`config.mk`:
```
export PLATFORM = sky130hd
export DESIGN_NAME = pipeline1
export DESIGN_NICKNAME = d
export VERILOG_FILES = /design/src/rtl/pipeline1_pkg.sv /design/src/rtl/pipeline1.sv
export SDC_FILE = /design/constraint.sdc
export NUM_CORES = 1
export LEC_CHECK = 0
export ABC_AREA = 1
export BUFFER_PORTS_ARGS = -buffer_cell sky130_fd_sc_hd__buf_4
export CORE_ASPECT_RATIO = 1.2
export CORE_MARGIN = 4
export CORE_UTILIZATION = 53
export CTS_BUF_LIST = sky130_fd_sc_hd__clkbuf_4 sky130_fd_sc_hd__clkbuf_8
export DETAILED_ROUTE_END_ITERATION = 8
export PLACE_DENSITY = 0.81
export SYNTH_ARGS = -nofsm -noshare
export SYNTH_HDL_FRONTEND = slang
export SYNTH_SLANG_ARGS = --single-unit
export TNS_END_PERCENT = 20
```
`constraint.sdc`:
```
create_clock -name clk_in -period 1.9 [get_ports clk_in]
set_clock_uncertainty 0.2 [all_clocks]
set_input_delay 0.095 -clock clk_in [delete_from_list [all_inputs] [get_ports clk_in]]
set_output_delay 0.095 -clock clk_in [all_outputs]
set_load 0.02 [all_outputs]
```
`src/rtl/pipeline1_pkg.sv`:
```
// Shared processor constants: widths, opcode encodings and fetch-stage state encodings.
package pipeline1_pkg;

  localparam int unsigned PC_W     = 16;
  localparam int unsigned INSTR_W  = 32;
  localparam int unsigned OPCODE_W = 6;

  localparam logic [OPCODE_W-1:0] OP_NOP = 6'h00;
  localparam logic [OPCODE_W-1:0] OP_EOF = 6'h3F;

  typedef enum logic [1:0] {
    IfFill,
    IfRun,
    IfHalt
  } if_state_e;

endpackage

```
`src/rtl/pipeline1.sv`:
```
// Instruction-fetch stage: PC, synchronous imem addressing, redirect squash, stall hold and
// EOF halt.
module pipeline1
  import pipeline1_pkg::*;
#(
  parameter int unsigned         PC_WIDTH     = PC_W,
  parameter int unsigned         INSTR_WIDTH  = INSTR_W,
  parameter int unsigned         OPCODE_WIDTH = OPCODE_W,
  parameter logic [PC_WIDTH-1:0] RESET_PC     = '0
) (
  input  logic                   clk_in,
  input  logic                   RST,
  input  logic                   stall,
  input  logic                   branch_en,
  input  logic [PC_WIDTH-1:0]    branch_pc,
  output logic [PC_WIDTH-1:0]    imem_addr,
  input  logic [INSTR_WIDTH-1:0] imem_data,
  output logic [INSTR_WIDTH-1:0] instr,
  output logic [PC_WIDTH-1:0]    pc_out,
  output logic                   halted
);

  localparam logic [INSTR_WIDTH-1:0]  NopInstr = INSTR_WIDTH'(OP_NOP);
  localparam logic [OPCODE_WIDTH-1:0] EofOp    = OPCODE_WIDTH'(OP_EOF);

  logic [PC_WIDTH-1:0]    pc_q, pc_d;
  logic [PC_WIDTH-1:0]    fetch_pc_q, fetch_pc_d;
  logic                   fv_q, fv_d;
  logic [INSTR_WIDTH-1:0] instr_q, instr_d;
  logic [PC_WIDTH-1:0]    pc_out_q, pc_out_d;
  if_state_e              state_q, state_d;
  logic                   is_eof;

  // Under stall the in-flight address is re-read so imem_data stays aligned with fetch_pc.
  assign imem_addr = stall ? fetch_pc_q : pc_q;
  assign instr     = instr_q;
  assign pc_out    = pc_out_q;
  assign halted    = (state_q == IfHalt);
  assign is_eof    = (imem_data[OPCODE_WIDTH-1:0] == EofOp);

  always_comb begin
    pc_d       = pc_q;
    fetch_pc_d = fetch_pc_q;
    fv_d       = fv_q;
    instr_d    = instr_q;
    pc_out_d   = pc_out_q;
    state_d    = state_q;
    if (branch_en) begin
      pc_d     = branch_pc;
      fv_d     = 1'b0;
      instr_d  = NopInstr;
      pc_out_d = '0;
      state_d  = IfFill;
    end else if (!stall) begin
      unique case (state_q)
        IfHalt: begin
          fv_d     = 1'b0;
          instr_d  = NopInstr;
          pc_out_d = '0;
        end
        IfFill, IfRun: begin
          fetch_pc_d = pc_q;
          pc_d       = pc_q + PC_WIDTH'(1);
          fv_d       = 1'b1;
          if (fv_q) begin
            instr_d  = imem_data;
            pc_out_d = fetch_pc_q + PC_WIDTH'(1);
          end else begin
            instr_d  = NopInstr;
            pc_out_d = '0;
          end
          if (state_q == IfFill) begin
            state_d = IfRun;
          end else if (fv_q && is_eof) begin
            state_d = IfHalt;
          end
        end
        default: state_d = IfFill;
      endcase
    end
  end

  always_ff @(posedge clk_in or negedge RST) begin
    if (!RST) begin
      pc_q       <= RESET_PC;
      fetch_pc_q <= RESET_PC;
      fv_q       <= 1'b0;
      instr_q    <= NopInstr;
      pc_out_q   <= '0;
      state_q    <= IfFill;
    end else begin
      pc_q       <= pc_d;
      fetch_pc_q <= fetch_pc_d;
      fv_q       <= fv_d;
      instr_q    <= instr_d;
      pc_out_q   <= pc_out_d;
      state_q    <= state_d;
    end
  end

endmodule

```
==> results of run 1 <==
[layout make-up]
type / instances / area, um^2
inverters: 41 / 156
fillers: 491 / 1520
well taps: 90 / 113
multi-input cells: 344 / 1770
clock inverters: 7 / 75.1
flip-flops and latches: 83 / 2080
diodes: 1 / 2.50
repair buffers: 187 / 1570
clock buffers: 9 / 124
[power by group through the flow]
stage / Clock [mW] / Sequential (mW) / Combinational (mW)
final: 1.31 / 2.04 / 0.933
after global routing: 1.39 / 2.05 / 1.02
after CTS: 1.30 / 2.03 / 0.909
after detailed placement: 0 / 2.06 / 0.809
after global placement: 0 / 2.05 / 0.791
after floorplan: 0 / 2.06 / 0.446
[cell families after synthesis]
group	count (synthesis)	share of synthesized area [%]
and+or+nand+nor	233	24.6
AOI/OAI and AO/OA	106	16.7
adders and majority gates	2	0.609
DFF	83	50.6
buffers and inverters	61	6.86
xor gates and xnor gates	3	0.640
[Yosys cell counts (2+ instances only)]
master                     instances
sky130_fd_sc_hd__a31oi_1           2
sky130_fd_sc_hd__dfrtp_1          83
sky130_fd_sc_hd__a21oi_1           8
sky130_fd_sc_hd__buf_4             6
sky130_fd_sc_hd__ha_1              2
sky130_fd_sc_hd__xnor2_1           2
sky130_fd_sc_hd__nand4_1           5
sky130_fd_sc_hd__nor2_8            3
sky130_fd_sc_hd__o211ai_1          9
sky130_fd_sc_hd__inv_1            38
sky130_fd_sc_hd__buf_6             3
sky130_fd_sc_hd__nand2_1         144
sky130_fd_sc_hd__buf_1             2
sky130_fd_sc_hd__o21ai_2           4
sky130_fd_sc_hd__nand3_1          39
sky130_fd_sc_hd__clkbuf_1          3
sky130_fd_sc_hd__a22o_1           23
sky130_fd_sc_hd__nand3b_1          3
sky130_fd_sc_hd__nor2_1           34
sky130_fd_sc_hd__o21bai_1          5
sky130_fd_sc_hd__inv_2             3
sky130_fd_sc_hd__buf_2             5
sky130_fd_sc_hd__nor3_1            3
sky130_fd_sc_hd__o21ai_0          49
sky130_fd_sc_hd__o21ai_1           3
[routing by layer]
| metal | GRT usage, % | up-vias | part of all wire, % |
|---|---|---|---|
| met5 | 0 | - | 0 |
| met4 | 11.1 | 0 | 3.2 |
| met3 | 4.28 | 38 | 7.7 |
| met2 | 46.7 | 230 | 51 |
| met1 | 33.3 | 1980 | 38 |
| li1 | - | 1985 | - |
[registers in the layout, summed over array words and instances (netlist names)]
name / flops
state_q: 2
pc_out: 16
instr: 32
pc_q: 16
fv_q: 1
fetch_pc_q: 16
[placed cells by master (no fill, tap or decap), types with 8 or more instances in the layout]
cell type                       instances
sky130_fd_sc_hd__dlygate4sd3_1         60
sky130_fd_sc_hd__clkbuf_8               9
sky130_fd_sc_hd__a22o_1                23
sky130_fd_sc_hd__inv_1                 38
sky130_fd_sc_hd__dfrtp_1               81
sky130_fd_sc_hd__buf_4                125
sky130_fd_sc_hd__o211ai_1               9
sky130_fd_sc_hd__nor2_1                33
sky130_fd_sc_hd__a21oi_1                8
sky130_fd_sc_hd__nand2_1              144
sky130_fd_sc_hd__o21ai_0               49
sky130_fd_sc_hd__nand3_1               38
[worst max path at each step]
stage	from	end	slack, ns
5_1_grt	fetch_pc_q[0]	pc_out[12]	-0.04
4_1_cts	state_q[1]	instr[8]	0.05
3_5_place_dp	state_q[1]	instr[24]	0.005
2_1_floorplan	state_q[1]	state_q[0]	0.36
3_3_place_gp	state_q[1]	pc_out[12]	0.07
6_report	state_q[1]	instr[6]	0.01
[through the flow]
stage,util [%],setup TNS [ns],std cells,power (mW),hold slack [ns]
2_1_floorplan,-,0,488,2.51,-0.401
6_report,79.5,0,762,4.28,0.0273
3_3_place_gp,68.2,0,684,2.84,-0.132
5_1_grt,79.5,-0.114,762,4.47,0.0633
3_5_place_dp,68.2,0,684,2.87,-0.130
4_1_cts,79.1,0,760,4.23,0.0313
[repair_timing]
item | in CTS | in global routing
hold buffers | 60 | 0
hold endpoints to repair | 135 | 0
setup endpoints to repair | 4 | 12
resized for setup | 1 | 7
setup buffers | 0 | 1
pin swaps | 0 | 1
==> flow_summary.toml, run 1 <==
[global_routing]
globalRoute.totalOverflow = 0
grt_max_degree = 49
first_pass_grt_wire_length_mm = 19.9
grt_util_all_layers_pct = 27.2
first_global_vias = 4116
antenna_found_initial = 1

[clock_network]
cts.root.buffer_cell = "sky130_fd_sc_hd__clkbuf_8"
cts_made_buffers = 9
cts-htree-levels = 3
numClockSinks = 83
cts_tree = "built"
path_clk_slew_ns = 0.10
clk-insertion-delay-late_ns = 0.36
clock_tree.buffer_depth = 2

[power_and_ir_drop]
sw_ratio_pct = 31.8
power.clock.fraction_pct = 30.6
ir_drop_mv = 0.540
power_report.internal_total_mw = 2.92
p_sw_mw = 1.36
power_density_nw_per_um2 = 727
power.leakage_nw = 2.92
pwr-share-seq_pct = 47.6
power_frac_comb_pct = 21.8

[floorplanning]
die_width_um = 88.4
rows = 34
number_of_ports_placed_on_the_die_boundary = 117
fp.dieArea_um2 = 9230
dieHeight_um = 104
effective_utilization_at_floorplan_pct = 55.5
core_region_area_um2 = 7400

[timing]
postLayoutSetupSlackWorst_ns = 0.0120
worst_slew_pin_slew_ns = 0.597
fin_crit_sh_pct = 99.4
timing_max_transition_violations_final = 0
slew_headroom_pct = 59.8
setup_violations = 0
fin_crit_ns = 1.89
max_freq_mhz = 530
finalHoldViolations = 0

[critical_path]
critPathCaptureType = "flip-flop"
rr_startpoint = "state_q[1]"
crit_family = "buffers and inverters"
worst_setup_path_start_kind = "flip-flop"
rr_worst_depth = 6
path_max_fanout = 9
ff2ff_setup_slack_ns = 0.01
timing.critical_path.mode_cell = "sky130_fd_sc_hd__nor2_8"
timing_worst_setup_path_type = "reg2reg"
critical-path-max-stage-delay_ns = 0.61
crit_arrival_ns = 2.00
path_depth = 6
crit_slowest_cell = "sky130_fd_sc_hd__dlygate4sd3_1"
crit-reg2reg-capture = "instr[6]"
critical_path.cell_chain = "nor2_8 -> nor2_8 -> o21ai_4 -> nand3_1 -> dlygate4sd3_1 -> nand2_1"
crit_required_ns = 2.01
cp.buffers_inverters = 1

[yosys]
synth_cell_types = 32
postSynthAreaPerCell_um2 = 8.41
syn_inst = 488
synthArstFlopShare_pct = 100
netlist.area_leader.share_pct = 50.6
biggest_area_consumer_among_synthesized_cells = "sky130_fd_sc_hd__dfrtp_1"
biggest_area_contributors_in_the_synthesized_netlist = "sky130_fd_sc_hd__dfrtp_1 51%, sky130_fd_sc_hd__nand2_1 13%, sky130_fd_sc_hd__o21ai_0 6.0%"
synth-edff-count = 0
synthesis.yosys.warnings = 0
synth.cell_area_um2 = 4110
synth_sequential_area_ratio_pct = 50.6
ys_dominant_reg_cell = "sky130_fd_sc_hd__dfrtp_1"
synth_seq_cells = 83
synth_fp_nets = 542

[placement]
placement.setup.worst_slack_ns = 0.00478
hpwlAfterDp_mm = 7.83
port_buffers = 116
detailed_place.area_um2 = 5050
gpl.final_weighted_congestion = 0.907

[detailed_routing]
detailedRoute.firstIterationViolations = 394
number_of_vias_after_detailed_routing = 4233
drc = 0
detail_route.first_pass.iterations = 5
post_drt_via_cell_ratio = 5.56
antenna_left = 0
wirelength_mm = 12.5
routed_wire_length_per_instance_um = 16.4

[run]
cap_viol_max_count = 0

[layout]
number_of_nets_in_the_final_layout = 720
area_delta_synth_final_pct = 43.3
design_area_um2 = 5890
fraction_of_layout_cells_with_a_size_suffix_above_1_pct = 24.0

[status]
outcome = "complete, no violations"

[min_path]
hp-class = "in2async"
(Power assumes the default switching activity.)
==> run 2, diff against run 1 <==
- CORE_UTILIZATION: 53 -> 49
- PLACE_DENSITY: 0.81 -> 0.79
- clock period: 1.9 -> 1.7 ns (I/O delays scaled with it)
==> run 2 against run 1 <==
Net effect:
- the flow now finishes with violations (hold timing)
- via count shrank 0.97%
- critical path depth shrank 3
- cell count grew 5.1%
- non-clock buffer count grew 16
- largest cell class unchanged
- highest routed layer unchanged
==> flow_summary.toml, run 2 (synthesis results as in run 1) <==
[status]
outcome = "finished, violations left"
violations = "hold timing"

[layout]
ff_latch_area_um2 = 2080
multiInputGateArea_um2 = 1780
fraction_of_layout_cells_with_a_size_suffix_above_1_pct = 26.2
number_of_nets_in_the_final_layout = 736
area_delta_synth_final_pct = 49.0
layout.cells.most_common_list = "142 x sky130_fd_sc_hd__nand2_1, 135 x sky130_fd_sc_hd__buf_4, 79 x sky130_fd_sc_hd__dfrtp_1, 63 x sky130_fd_sc_hd__dlygate4sd3_1, 44 x sky130_fd_sc_hd__o21ai_0"
mostFrequentLayoutCell = "sky130_fd_sc_hd__nand2_1"
finish.utilization_pct = 75.1
max_ffs_per_register = 32
fill_cells = 555
antenna_cells_inserted = 0

[global_routing]
grt_util_all_layers_pct = 24.3
grt.met1_usage_pct = 28.9
use_met3_pct = 3.76
grt_util_met2_pct = 43.0
first_global_vias = 4121
first_pass_grt_wire_length_mm = 19.2
grt-busiest-layer = "met2"
grt_max_degree = 41
antenna_found_initial = 0
globalRoute.totalOverflow = 0

[timing]
slew_headroom_pct = 66.0
finalHoldWorstSlack_ns = -0.150
setup_tns_ns = 0
max_freq_mhz = 610
fin_crit_sh_pct = 96.5
setup_violations = 0
finalHoldViolations = 3
timing_max_transition_violations_final = 0
fin_crit_ns = 1.64
worst_slew_pin_slew_ns = 0.505

[critical_path]
critical-path-max-stage-delay_ns = 0.43
critPathCaptureType = "output pin"
critical_path.startpoint = "pc_q[7]"
crit_family = "flip-flops"
critical_path.cell_chain = "inv_1 -> o21ai_0 -> buf_4"
worst_setup_path_start_kind = "flip-flop"
crit_required_ns = 1.41
path_max_fanout = 6
crit_slowest_cell = "sky130_fd_sc_hd__dfrtp_1"
cp.buffers_inverters = 2
timing_worst_setup_path_type = "reg2out"
rr_startpoint = "state_q[1]"
crit_arrival_ns = 1.36

[floorplanning]
rows = 36
effective_utilization_at_floorplan_pct = 50.4
dieHeight_um = 108
die_width_um = 91.6
core_region_area_um2 = 8150
number_of_ports_placed_on_the_die_boundary = 117
fp.dieArea_um2 = 9920

[power_and_ir_drop]
power.leakage_nw = 3.02
power_density_nw_per_um2 = 808
ir_drop_mv = 0.552

[detailed_routing]
number_of_vias_after_detailed_routing = 4192
antenna_left = 0
detailedRoute.firstIterationViolations = 236
detail_route.first_pass.iterations = 5
wirelength_mm = 11.9
routed_wire_length_per_instance_um = 14.9
drc = 0
post_drt_via_cell_ratio = 5.23

[clock_network]
cts_hold_repair.buffers = 64
cts_tree = "built"
clock_tree.buffer_depth = 2
cts_made_buffers = 9
clk-insertion-delay-late_ns = 0.36
cts.root.buffer_cell = "sky130_fd_sc_hd__clkbuf_8"
path_clk_slew_ns = 0.09
cts-htree-levels = 3
numClockSinks = 83

[placement]
hpwlAfterDp_mm = 7.97
gpl.final_weighted_congestion = 0.917
port_buffers = 116

[run]
cap_viol_max_count = 0

[min_path]
hp-class = "in2reg"
hold_start = "stall"
run 2: timing repair:
item	CTS	global route
hold endpoints to repair	134	3
setup buffers	0	7
setup endpoints to repair	0	46
resized for setup	0	21
run 2: worst reg2reg max path: stages (launching register included):
cell                         delay (ns)
sky130_fd_sc_hd__dfrtp_2           0.45
sky130_fd_sc_hd__nor2_8            0.18
sky130_fd_sc_hd__nand2_8           0.10
sky130_fd_sc_hd__nor2_8            0.18
sky130_fd_sc_hd__clkinvlp_4        0.16
sky130_fd_sc_hd__buf_4             0.16
sky130_fd_sc_hd__o21ai_1           0.12
run 2: path summary, 6_finish.rpt:
| path | to | slack (ns) | depth (start not counted) |
|---|---|---|---|
| min in group asynchronous | instr[5] | 0.53 | 3 |
| hold reg to reg | pc_out[5] | 0.29 | 2 |
| max in group asynchronous | fetch_pc_q[3] | 0.17 | 4 |
| hold / removal | state_q[1] | -0.15 | 3 |
| setup reg to reg | pc_out[2] | 0.07 | 6 |
| setup / recovery | imem_addr[7] | 0.06 | 3 |
run 2: cell type report:
type                    instances  area share [%]
inverters                      41            2.62
clock inverters                 6            1.45
flip-flops and latches         83            34.0
clock buffers                  10            2.15
repair buffers                203            28.4
multi-input cells             344            29.1
well taps                     114            2.33
run 2: stage by stage:
stage,total power [mW],instance area [um^2],std cells,hold WS [ns],setup slack (ns)
floorplan,2.80,4110,488,-0.411,0.157
global placement,3.21,5170,715,-0.175,0.0750
detailed placement,3.24,5170,715,-0.171,0.0474
CTS,4.93,6030,795,0.279,0.0175
global route,5.19,6120,801,-0.130,-0.00226
finish,4.95,6120,801,-0.150,0.0594
run 2: per-layer routing:
layer	share of wire, %	vias up
met5	0	-
met4	3.0	0
met3	6.4	36
met2	51	163
met1	40	1972
li1	-	2021
run 2: where the power goes:
group | internal, mW | switching [mW] | leakage [nW]
combinational | 0.509 | 0.590 | 1.82
sequential | 2.11 | 0.157 | 1.08
clock | 0.846 | 0.731 | 0.106
total | 3.47 | 1.48 | 3.02
==> run 3, diff against run 2 <==
- CORE_UTILIZATION: 49 -> 53
- PLACE_DENSITY: 0.79 -> 0.81
- clock period: 1.7 -> 2.12 ns (I/O delays scaled with it)
==> run 3 against run 2 <==
Net effect:
- combinational power shrank 25%
- the flow now finishes without violations
- worst hold slack improved by 0.18 ns
- first-iteration DRC count fell by 22%
- largest power group unchanged
- highest routed layer unchanged
==> flow_summary.toml, run 3 (synthesis results as in run 1) <==
[critical_path]
timing_worst_setup_path_type = "reg2reg"
worst_setup_path_start_kind = "flip-flop"
crit_arrival_ns = 1.90
path_max_fanout = 6
rr_worst_depth = 7
crit-reg2reg-capture = "pc_q[12]"
ff2ff_setup_slack_ns = 0.28
rr_startpoint = "pc_q[0]"
critical_path.startpoint = "pc_q[0]"
crit_required_ns = 2.18
crit_path_end = "pc_q[12]"
critPathCaptureType = "flip-flop"

[power_and_ir_drop]
power.clock.fraction_pct = 30.3
power_report.internal_total_mw = 2.66
sw_ratio_pct = 30.0
power_frac_comb_pct = 21.6
ir_drop_mv = 0.666
power_density_nw_per_um2 = 653
p_sw_mw = 1.14
power.leakage_nw = 2.90
pwr-share-seq_pct = 48.1

[layout]
fill_cells = 494
multiInputGateArea_um2 = 1750
area_delta_synth_final_pct = 41.7
antenna_cells_inserted = 0
finalNonFillerCells = 753
ff_latch_area_um2 = 2080
mostFrequentLayoutCell = "sky130_fd_sc_hd__nand2_1"
layout.cells.most_common_list = "144 x sky130_fd_sc_hd__nand2_1, 119 x sky130_fd_sc_hd__buf_4, 83 x sky130_fd_sc_hd__dfrtp_1, 59 x sky130_fd_sc_hd__dlygate4sd3_1, 49 x sky130_fd_sc_hd__o21ai_0"
finish.utilization_pct = 78.6
fraction_of_layout_cells_with_a_size_suffix_above_1_pct = 22.3
max_ffs_per_register = 32
number_of_nets_in_the_final_layout = 713

[status]
outcome = "complete, no violations"

[clock_network]
numClockSinks = 83
cts-htree-levels = 3
path_clk_slew_ns = 0.09
cts_made_buffers = 9
clock_tree.buffer_depth = 2
cts_tree = "built"
clk-insertion-delay-late_ns = 0.34
cts.root.buffer_cell = "sky130_fd_sc_hd__clkbuf_8"

[floorplanning]
effective_utilization_at_floorplan_pct = 55.5
die_width_um = 88.4
dieHeight_um = 104
number_of_ports_placed_on_the_die_boundary = 117
fp.dieArea_um2 = 9230
rows = 34
core_region_area_um2 = 7400

[placement]
gpl.final_weighted_congestion = 0.939
hpwlAfterDp_mm = 7.90
place_inst = 679
port_buffers = 116

[timing]
fin_crit_ns = 1.84
slew_headroom_pct = 56.5
worst_slew_pin_slew_ns = 0.652
setup_tns_ns = 0
max_freq_mhz = 545
rsz0062_at_grt = "no"
fin_crit_sh_pct = 86.6
timing_max_transition_violations_final = 0
finalHoldViolations = 0
setup_violations = 0

[global_routing]
grt_util_all_layers_pct = 27.3
globalRoute.totalOverflow = 0
antenna_found_initial = 0
first_global_vias = 4079
grt_max_degree = 53
first_pass_grt_wire_length_mm = 19.8

[detailed_routing]
antenna_left = 0
detail_route.first_pass.iterations = 5
detailedRoute.firstIterationViolations = 185
drc = 0
post_drt_via_cell_ratio = 5.46
number_of_vias_after_detailed_routing = 4111
wirelength_mm = 12.0
routed_wire_length_per_instance_um = 15.9

[min_path]
min_delay_path_depth = 4
hold_start = "branch_en"
hp-class = "in2reg"

[run]
cap_viol_max_count = 0
[run 3: metrics by stage]
| step | area, um^2 | setup slack [ns] | hold slack [ns] | power [mW] |
|---|---|---|---|---|
| floorplan | 4110 | 0.577 | -0.390 | 2.25 |
| global placement | 5020 | 0.389 | -0.0174 | 2.55 |
| detailed placement | 5020 | 0.346 | -0.0162 | 2.57 |
| CTS | 5820 | 0.330 | 0.0135 | 3.79 |
| global route | 5820 | 0.0967 | 0.0443 | 4.00 |
| finish | 5820 | 0.284 | 0.0285 | 3.80 |
[run 3: cell type report]
class                   count  area share (%)
clock buffers              11            2.60
clock inverters             4           0.860
repair buffers            180            26.2
well taps                  90            1.94
flip-flops and latches     83            35.7
inverters                  41            2.65
multi-input cells         344            30.0
[run 3: how the worst min path moves through the flow]
stage,end,slack (ns)
3_5_place_dp,instr[27],-0.02
5_1_grt,pc_q[13],0.04
3_3_place_gp,pc_out[6],-0.02
4_1_cts,pc_q[13],0.01
6_report,pc_q[13],0.03
2_1_floorplan,fetch_pc_q[0],-0.39
[run 3: critical path, stage by stage (launching register included)]
cell and delay [ns]:
sky130_fd_sc_hd__dfrtp_1 0.43, sky130_fd_sc_hd__ha_1 0.22, sky130_fd_sc_hd__nand2_1 0.11, sky130_fd_sc_hd__nor2_1 0.34, sky130_fd_sc_hd__nand2_1 0.12, sky130_fd_sc_hd__nor2_1 0.16, sky130_fd_sc_hd__a21oi_1 0.09, sky130_fd_sc_hd__o21ai_1 0.08
[run 3: metal layers]
layer  part of all wire, %  GRT usage, %  up-vias
li1                      -             -     1968
met1                    39          34.2     1926
met2                    51          45.8      188
met3                   7.6          5.55       29
met4                   2.7          9.83        0
met5                     0             0        -
[run 3: what timing repair did]
action | CTS | global route
endpoints found under the setup margin | 0 | 0
endpoints found under the hold margin | 100 | 0
hold buffers | 59 | 0
gates resized for setup | 0 | 0
setup buffers | 0 | 0
[run 3: power groups by stage]
stage                     sequential [mW]  clock [mW]  combinational [mW]
after floorplan                      1.85           0               0.399
after global routing                 1.85        1.25               0.906
after global placement               1.85           0               0.704
after detailed placement             1.85           0               0.719
after CTS                            1.82        1.16               0.811
final                                1.83        1.15               0.820
